## src/rtl/adder_acc_pkg.sv

```systemverilog
// Shared types and default widths for the adder result accumulator.
package adder_acc_pkg;

    localparam int DATA_WIDTH_DEF  = 8;
    localparam int ACC_WIDTH_DEF   = 16;
    localparam int COUNT_WIDTH_DEF = 4;
    localparam int SAMPLE_WIDTH_DEF = DATA_WIDTH_DEF + 1;

    typedef enum logic [1:0] {
        IDLE = 2'd0,
        ACC  = 2'd1,
        HOLD = 2'd2
    } acc_state_t;

    // A sample is the adder result with its carry on top.
    function automatic int sample_width(input int data_width);
        return data_width + 1;
    endfunction

endpackage

```

## src/rtl/adder_acc_add.sv

```systemverilog
// Accumulator adder: acc + sample with carry-out detection.
// ADDER_ACC_SATURATE_EN selects clamp-to-all-ones instead of modulo wrap.
module adder_acc_add
    import adder_acc_pkg::*;
#(
    parameter int acc_width_g = ACC_WIDTH_DEF
) (
    input  logic [acc_width_g-1:0] acc,
    input  logic [acc_width_g-1:0] sample,
    output logic [acc_width_g-1:0] acc_next,
    output logic                   overflow
);

    logic [acc_width_g:0] raw;

    assign raw      = {1'b0, acc} + {1'b0, sample};
    assign overflow = raw[acc_width_g];

`ifdef ADDER_ACC_SATURATE_EN
    assign acc_next = overflow ? '1 : raw[acc_width_g-1:0];
`else
    assign acc_next = raw[acc_width_g-1:0];
`endif

endmodule

```

## src/rtl/adder_result_acc.sv

```systemverilog
// Frame accumulator for {carry, result} samples with valid/ready on both sides.
// ADDER_ACC_SATURATE_EN (see adder_acc_add) selects saturating accumulation.
//
// state | meaning
// IDLE  | waiting for the first sample of a frame
// ACC   | summing the remaining samples of the frame
// HOLD  | frame sum presented, upstream back-pressured
module adder_result_acc
    import adder_acc_pkg::*;
#(
    parameter int data_width_g  = DATA_WIDTH_DEF,
    parameter int acc_width_g   = ACC_WIDTH_DEF,
    parameter int count_width_g = COUNT_WIDTH_DEF
) (
    input  logic                     clk,
    input  logic                     rst,
    input  logic [data_width_g-1:0]  result_in,
    input  logic                     carry_in,
    input  logic                     valid_in,
    output logic                     ready_out,
    input  logic [count_width_g-1:0] frame_len_in,
    output logic [acc_width_g-1:0]   sum_out,
    output logic [count_width_g-1:0] count_out,
    output logic                     overflow_out,
    output logic                     valid_out,
    input  logic                     ready_in
);

    localparam int sample_w = sample_width(data_width_g);

    acc_state_t state, state_nxt;

    logic [sample_w-1:0]      sample;
    logic [acc_width_g-1:0]   sample_ext;
    logic [acc_width_g-1:0]   acc_q;
    logic [acc_width_g-1:0]   acc_add;
    logic                     add_ovf;
    logic                     ovf_q;
    logic [count_width_g-1:0] count_q;
    logic [count_width_g-1:0] remain_q;
    logic [count_width_g-1:0] len_eff;
    logic                     accept;

    assign sample     = {carry_in, result_in};
    assign sample_ext = acc_width_g'(sample);
    assign len_eff    = (frame_len_in == '0) ? count_width_g'(1) : frame_len_in;
    assign accept     = valid_in & ready_out;

    adder_acc_add #(
        .acc_width_g (acc_width_g)
    ) u_add (
        .acc      (acc_q),
        .sample   (sample_ext),
        .acc_next (acc_add),
        .overflow (add_ovf)
    );

    always_ff @(posedge clk) begin
        if (rst) state <= IDLE;
        else     state <= state_nxt;
    end

    always_comb begin
        state_nxt = state;
        ready_out = 1'b0;
        valid_out = 1'b0;
        case (state)
            IDLE: begin
                ready_out = 1'b1;
                if (valid_in)
                    state_nxt = (len_eff == count_width_g'(1)) ? HOLD : ACC;
            end
            ACC: begin
                ready_out = 1'b1;
                if (valid_in && remain_q == count_width_g'(1))
                    state_nxt = HOLD;
            end
            HOLD: begin
                valid_out = 1'b1;
                if (ready_in)
                    state_nxt = IDLE;
            end
            default: state_nxt = IDLE;
        endcase
    end

    // remain_q is a down-counter of samples still owed; terminal count 1 ends the frame.
    always_ff @(posedge clk) begin
        if (rst) begin
            acc_q    <= '0;
            count_q  <= '0;
            remain_q <= '0;
            ovf_q    <= 1'b0;
        end else begin
            case (state)
                IDLE: if (accept) begin
                    acc_q    <= sample_ext;
                    count_q  <= count_width_g'(1);
                    remain_q <= len_eff - count_width_g'(1);
                    ovf_q    <= 1'b0;
                end
                ACC: if (accept) begin
                    acc_q    <= acc_add;
                    count_q  <= count_q + count_width_g'(1);
                    remain_q <= remain_q - count_width_g'(1);
                    ovf_q    <= ovf_q | add_ovf;
                end
                HOLD: if (ready_in) begin
                    acc_q    <= '0;
                    count_q  <= '0;
                    remain_q <= '0;
                    ovf_q    <= 1'b0;
                end
                default: ;
            endcase
        end
    end

    assign sum_out      = acc_q;
    assign count_out    = count_q;
    assign overflow_out = ovf_q;

endmodule

```

## config.mk

```make
export PLATFORM = sky130hd
export DESIGN_NAME = adder_result_acc
export DESIGN_NICKNAME = d
export VERILOG_FILES = /design/src/rtl/adder_acc_pkg.sv /design/src/rtl/adder_acc_add.sv /design/src/rtl/adder_result_acc.sv
export SDC_FILE = /design/constraint.sdc
export NUM_CORES = 1
export LEC_CHECK = 0
export BUFFER_PORTS_ARGS = -buffer_cell sky130_fd_sc_hd__buf_4
export CAP_MARGIN = 20
export CORE_AREA = 10 10 84 86
export CTS_CLUSTER_SIZE = 8
export DETAILED_ROUTE_END_ITERATION = 16
export DIE_AREA = 0 0 94 96
export MAX_ROUTING_LAYER = met4
export PLACE_DENSITY_LB_ADDON = 0.05
export SETUP_SLACK_MARGIN = 0.5
export SYNTH_ARGS = -nofsm -noshare
export SYNTH_HDL_FRONTEND = slang
export SYNTH_SLANG_ARGS = --single-unit
```

## constraint.sdc

```tcl
create_clock -name clk -period 3 [get_ports clk]
set_clock_uncertainty 0.2 [all_clocks]
set_input_delay 0.15 -clock clk [delete_from_list [all_inputs] [get_ports clk]]
set_output_delay 0.15 -clock clk [all_outputs]
set_load 0.02 [all_outputs]
```

==> report_table.html <==
<table>
<tr><th>Metric</th><th>Value</th></tr>
<tr><th colspan="2">Min path</th></tr>
<tr><td>Endpoint, Worst Hold</td><td>remain_q[2]</td></tr>
<tr><td>Cell depth of the worst hold path</td><td>2</td></tr>
<tr><td>Startpoint of the worst hold path</td><td>rst</td></tr>
<tr><td>Tightest Hold Check Type</td><td>input port to register</td></tr>
<tr><th colspan="2">Clock network</th></tr>
<tr><td>CTS Root Buffer Type</td><td>sky130_fd_sc_hd__clkbuf_8</td></tr>
<tr><td>CTS clock-pin slew for the worst setup and hold paths</td><td>110 ps</td></tr>
<tr><td>Buffers from clock root to sink, at most</td><td>2</td></tr>
<tr><td>Clock sink total</td><td>27</td></tr>
<tr><td>Clock Latency Late Sink</td><td>290 ps</td></tr>
<tr><td>Clock buffer count from CTS</td><td>3</td></tr>
<tr><td>CTS tree</td><td>yes</td></tr>
<tr><td>Deepest level of the CTS H-tree</td><td>1</td></tr>
<tr><th colspan="2">Final layout</th></tr>
<tr><td>Number of fillers in the final layout</td><td>586</td></tr>
<tr><td>Number of standard cells in the layout, taps in and fillers out</td><td>around 340</td></tr>
<tr><td>Ant. Diodes</td><td>0</td></tr>
<tr><td>Final core occ</td><td>43.47%</td></tr>
<tr><td>Fraction of layout cells with a size suffix above 1</td><td>22.14%</td></tr>
<tr><td>Syn-to-layout area delta</td><td>27.75%</td></tr>
<tr><td>Final Net Count</td><td>307</td></tr>
<tr><th colspan="2">Setup path</th></tr>
<tr><td>Ordered list of cells on the worst path</td><td>dlygate4sd3_1 -&gt; buf_4 -&gt; ha_1 -&gt; a21o_1 -&gt; and4_1 -&gt; o21ai_0 -&gt; a21oi_1 -&gt; mux2i_1</td></tr>
<tr><td>Reg2reg end</td><td>sum_out[10]</td></tr>
<tr><td>Worst path arrival time</td><td>about 2400 ps</td></tr>
<tr><td>Maximum fanout along the worst path</td><td>5</td></tr>
<tr><td>Top Family by Delay on Critical Path</td><td>compound AO/OA/AOI/OAI gates</td></tr>
<tr><td>FF-to-FF path depth</td><td>8</td></tr>
<tr><td>Number of cells on the critical path</td><td>8</td></tr>
<tr><td>Reg2reg start</td><td>state[0]</td></tr>
<tr><td>Critical path start-end classification</td><td>input port to register</td></tr>
<tr><td>Crit end category</td><td>register</td></tr>
<tr><td>Setup slack, reg-to-reg</td><td>~630 ps</td></tr>
<tr><td>Cell with the biggest individual delay on the critical path</td><td>sky130_fd_sc_hd__dlygate4sd3_1</td></tr>
<tr><td>Data required time of the critical path</td><td>2980 ps</td></tr>
<tr><td>Critical Path Source Type</td><td>input port</td></tr>
<tr><td>CP peak stage delay</td><td>540 ps</td></tr>
<tr><td>Worst Path Buf+Inv</td><td>2</td></tr>
<tr><th colspan="2">Logic synthesis</th></tr>
<tr><td>Register area share after synthesis</td><td>between 20 and 30%</td></tr>
<tr><td>Synthesized instance count</td><td>228</td></tr>
<tr><td>Synthesized area per cell</td><td>8.067 µm²</td></tr>
<tr><td>Count of flip-flops with a built-in enable after synthesis</td><td>0</td></tr>
<tr><td>Flip-flop and latch count after synthesis</td><td>27</td></tr>
<tr><td>Cell type contributing the most total cell area after synthesis</td><td>sky130_fd_sc_hd__dfxtp_1</td></tr>
<tr><td>Total standard cell area after synthesis</td><td>0.001839 mm²</td></tr>
<tr><td>FFs w/ async S/R, synth</td><td>0%</td></tr>
<tr><td>Synth top area cells</td><td>sky130_fd_sc_hd__dfxtp_1 (29%), sky130_fd_sc_hd__ha_1 (12%), sky130_fd_sc_hd__a21oi_1 (5.2%), sky130_fd_sc_hd__nand2_1 (3.7%), sky130_fd_sc_hd__o21ai_0 (3.5%)</td></tr>
<tr><td>Primary FF master, synth</td><td>sky130_fd_sc_hd__dfxtp_1</td></tr>
<tr><td>Share of the synthesized area in the top cell type</td><td>29.39%</td></tr>
<tr><td>Most common cell in the synthesized netlist</td><td>sky130_fd_sc_hd__dfxtp_1</td></tr>
<tr><td>Count of synthesis-stage warnings from yosys</td><td>0</td></tr>
<tr><td>Commonest cells in the synthesized netlist</td><td>sky130_fd_sc_hd__dfxtp_1 (27), sky130_fd_sc_hd__a21oi_1 (19), sky130_fd_sc_hd__nand2_1 (18)</td></tr>
<tr><td>Synthesized net count</td><td>263</td></tr>
<tr><td>Count of cell types in the netlist</td><td>45</td></tr>
<tr><th colspan="2">Placement</th></tr>
<tr><td>Half-perimeter wire length after detailed placement</td><td>3864 µm</td></tr>
<tr><td>Count of buffers from port buffering</td><td>39</td></tr>
<tr><td>Placed cell count</td><td>333</td></tr>
<tr><td>Final estimated routing congestion in global placement</td><td>just under 0.8</td></tr>
<tr><th colspan="2">Floorplan</th></tr>
<tr><td>Std-Cell Rows</td><td>27</td></tr>
<tr><td>Chip Height</td><td>between 90 and 100 µm</td></tr>
<tr><td>Floorplan die area</td><td>0.009024 mm²</td></tr>
<tr><td>Top Ports</td><td>40</td></tr>
<tr><td>Core area</td><td>0.005405 mm²</td></tr>
<tr><td>Initial cell density of the core</td><td>34.03%</td></tr>
<tr><td>Die extent in x</td><td>94 µm</td></tr>
<tr><th colspan="2">Timing</th></tr>
<tr><td>Max-slew violation count</td><td>0</td></tr>
<tr><td>Final setup violation count</td><td>0</td></tr>
<tr><td>Final worst path period share</td><td>around four fifths</td></tr>
<tr><td>Clock period minus worst slack</td><td>2414 ps</td></tr>
<tr><td>Number of hold violations in the final report</td><td>0</td></tr>
<tr><td>RSZ-0062 raised after global routing</td><td>yes</td></tr>
<tr><td>Final total negative setup slack</td><td>0 ps</td></tr>
<tr><td>Hold Slack</td><td>between 10 and 15 ps</td></tr>
<tr><td>Max-Slew Margin vs Limit</td><td>58.64%</td></tr>
<tr><td>Worst slew pin tran</td><td>613.9 ps</td></tr>
<tr><td>FMAX</td><td>0.4143 GHz</td></tr>
<tr><th colspan="2">Power</th></tr>
<tr><td>Max VDD drop</td><td>0.4682 mV</td></tr>
<tr><td>Power density cells</td><td>about 1000 mW/mm²</td></tr>
<tr><td>Leakage power summed over all cells</td><td>0.9736 nW</td></tr>
<tr><th colspan="2">Global route</th></tr>
<tr><td>Global-route wire length before repair</td><td>8590 µm</td></tr>
<tr><td>Number of global-route vias before repair</td><td>1759</td></tr>
<tr><td>Largest net degree at the start of global routing</td><td>26</td></tr>
<tr><td>Initial antenna violation count</td><td>0</td></tr>
<tr><td>Gr usage total</td><td>between 10% and 20%</td></tr>
<tr><td>Global route total overflow</td><td>0</td></tr>
<tr><th colspan="2">Run status</th></tr>
<tr><td>Outcome</td><td>completed</td></tr>
<tr><th colspan="2">Routing</th></tr>
<tr><td>Average wire per standard cell</td><td>between 15 and 20 µm</td></tr>
<tr><td>Number of nets still failing antenna checks after routing</td><td>0</td></tr>
<tr><td>Vias</td><td>between 1.5k and 2k</td></tr>
<tr><td>1st-pass router iterations</td><td>4</td></tr>
<tr><td>Violation count after the first detailed-routing iteration</td><td>between 40 and 50</td></tr>
<tr><td>Per-cell via count in the routed design</td><td>5.242</td></tr>
<tr><td>Post-route DRC</td><td>0</td></tr>
<tr><td>Routed WL</td><td>5185 µm</td></tr>
<tr><th colspan="2">Run</th></tr>
<tr><td>MaxCap Viol Count</td><td>0</td></tr>
</table>
-- worst max path at each step --
| stage | start | endpoint | slack, ps |
|---|---|---|---|
| CTS | state[1] | sum_out[10] | 530 |
| finish | result_in[1] | sum_out[9] | 590 |
| floorplan | sum_out[0] | sum_out[12] | 620 |
| global placement | state[1] | sum_out[11] | 540 |
| global route | state[1] | sum_out[10] | 410 |
| detailed placement | state[1] | sum_out[10] | 560 |
-- cell families (layout without fill, tap and decap cells) --
logic type	count (synthesis)	count (layout)	share of synthesized area, %
compound gates	70	70	25.65
xor+xnor	7	7	3.333
fa+ha+maj	18	18	12.65
buf+inv	21	64	4.353
flops	27	27	29.39
mux	5	5	2.721
simple gates	80	80	21.90
-- registers in the layout (all words and copies together) (netlist names) --
name	cells
overflow_out	1
remain_q	4
state	2
count_out	4
sum_out	16
-- through the flow --
stage / power [mW] / area (µm²) / worst slack [ps]
3_3_place_gp: 2.081 / 2210 / 543.6
4_1_cts: 2.315 / 2318 / 531.6
5_1_grt: 2.558 / 2350 / 411.7
6_report: 2.330 / 2350 / 586.3
3_5_place_dp: 2.071 / 2210 / 555.7
2_1_floorplan: 1.615 / 1839 / 620.1
-- power by group --
part           internal [mW]  switching [mW]  leakage (nW)
logic                  0.634           0.906         0.731
clock network         0.0948           0.132        0.0217
registers              0.467          0.0965         0.221
total                   1.20            1.13         0.974
-- routing by layer --
metal | global-route usage (%) | wire length, µm | share of wire [%]
met1 | 14.80 | 2523 | 49
met2 | 19.64 | 2421 | 47
met3 | 3.113 | 214 | 4.1
met4 | 2.405 | 25 | 0.48
met5 | - | 0 | 0
-- layout make-up --
type	instances	area, µm²	area share (%)
repair buffers	48	379.1	16.13
well taps	72	90.09	3.834
multi-input cells	180	1246	53.04
clock buffers	3	41.29	1.757
inverters	12	45.04	1.917
flip-flops and latches	27	540.5	23.00
clock inverters	1	7.507	0.3195
-- repair_timing --
item | CTS | global route
setup buffers | 0 | 0
hold buffers | 6 | 0
hold endpoints to repair | 6 | 0
setup endpoints to repair | 0 | 18
gates resized for setup | 0 | 9
-- cell usage in the layout (no fill, tap or decap), types with 2 or more instances in the layout --
master and instances:
sky130_fd_sc_hd__buf_4 41, sky130_fd_sc_hd__nand4_1 3, sky130_fd_sc_hd__a21boi_0 2, sky130_fd_sc_hd__o31ai_1 3, sky130_fd_sc_hd__and2_1 2, sky130_fd_sc_hd__nand2_1 18
sky130_fd_sc_hd__dlygate4sd3_1 6, sky130_fd_sc_hd__a211oi_1 6, sky130_fd_sc_hd__a21o_1 4, sky130_fd_sc_hd__inv_1 12, sky130_fd_sc_hd__ha_1 16, sky130_fd_sc_hd__o21ai_0 13
sky130_fd_sc_hd__mux2i_1 5, sky130_fd_sc_hd__a21oi_1 19, sky130_fd_sc_hd__or2_2 2, sky130_fd_sc_hd__xnor2_1 4, sky130_fd_sc_hd__clkbuf_8 3, sky130_fd_sc_hd__dfxtp_1 27
sky130_fd_sc_hd__o311ai_0 3, sky130_fd_sc_hd__nand3_1 8, sky130_fd_sc_hd__a22oi_1 2, sky130_fd_sc_hd__nor3_1 11, sky130_fd_sc_hd__xor2_1 3, sky130_fd_sc_hd__a221oi_1 4
sky130_fd_sc_hd__and3_1 4, sky130_fd_sc_hd__or3_1 8, sky130_fd_sc_hd__nor2_1 16
(Power assumes the default switching activity.)
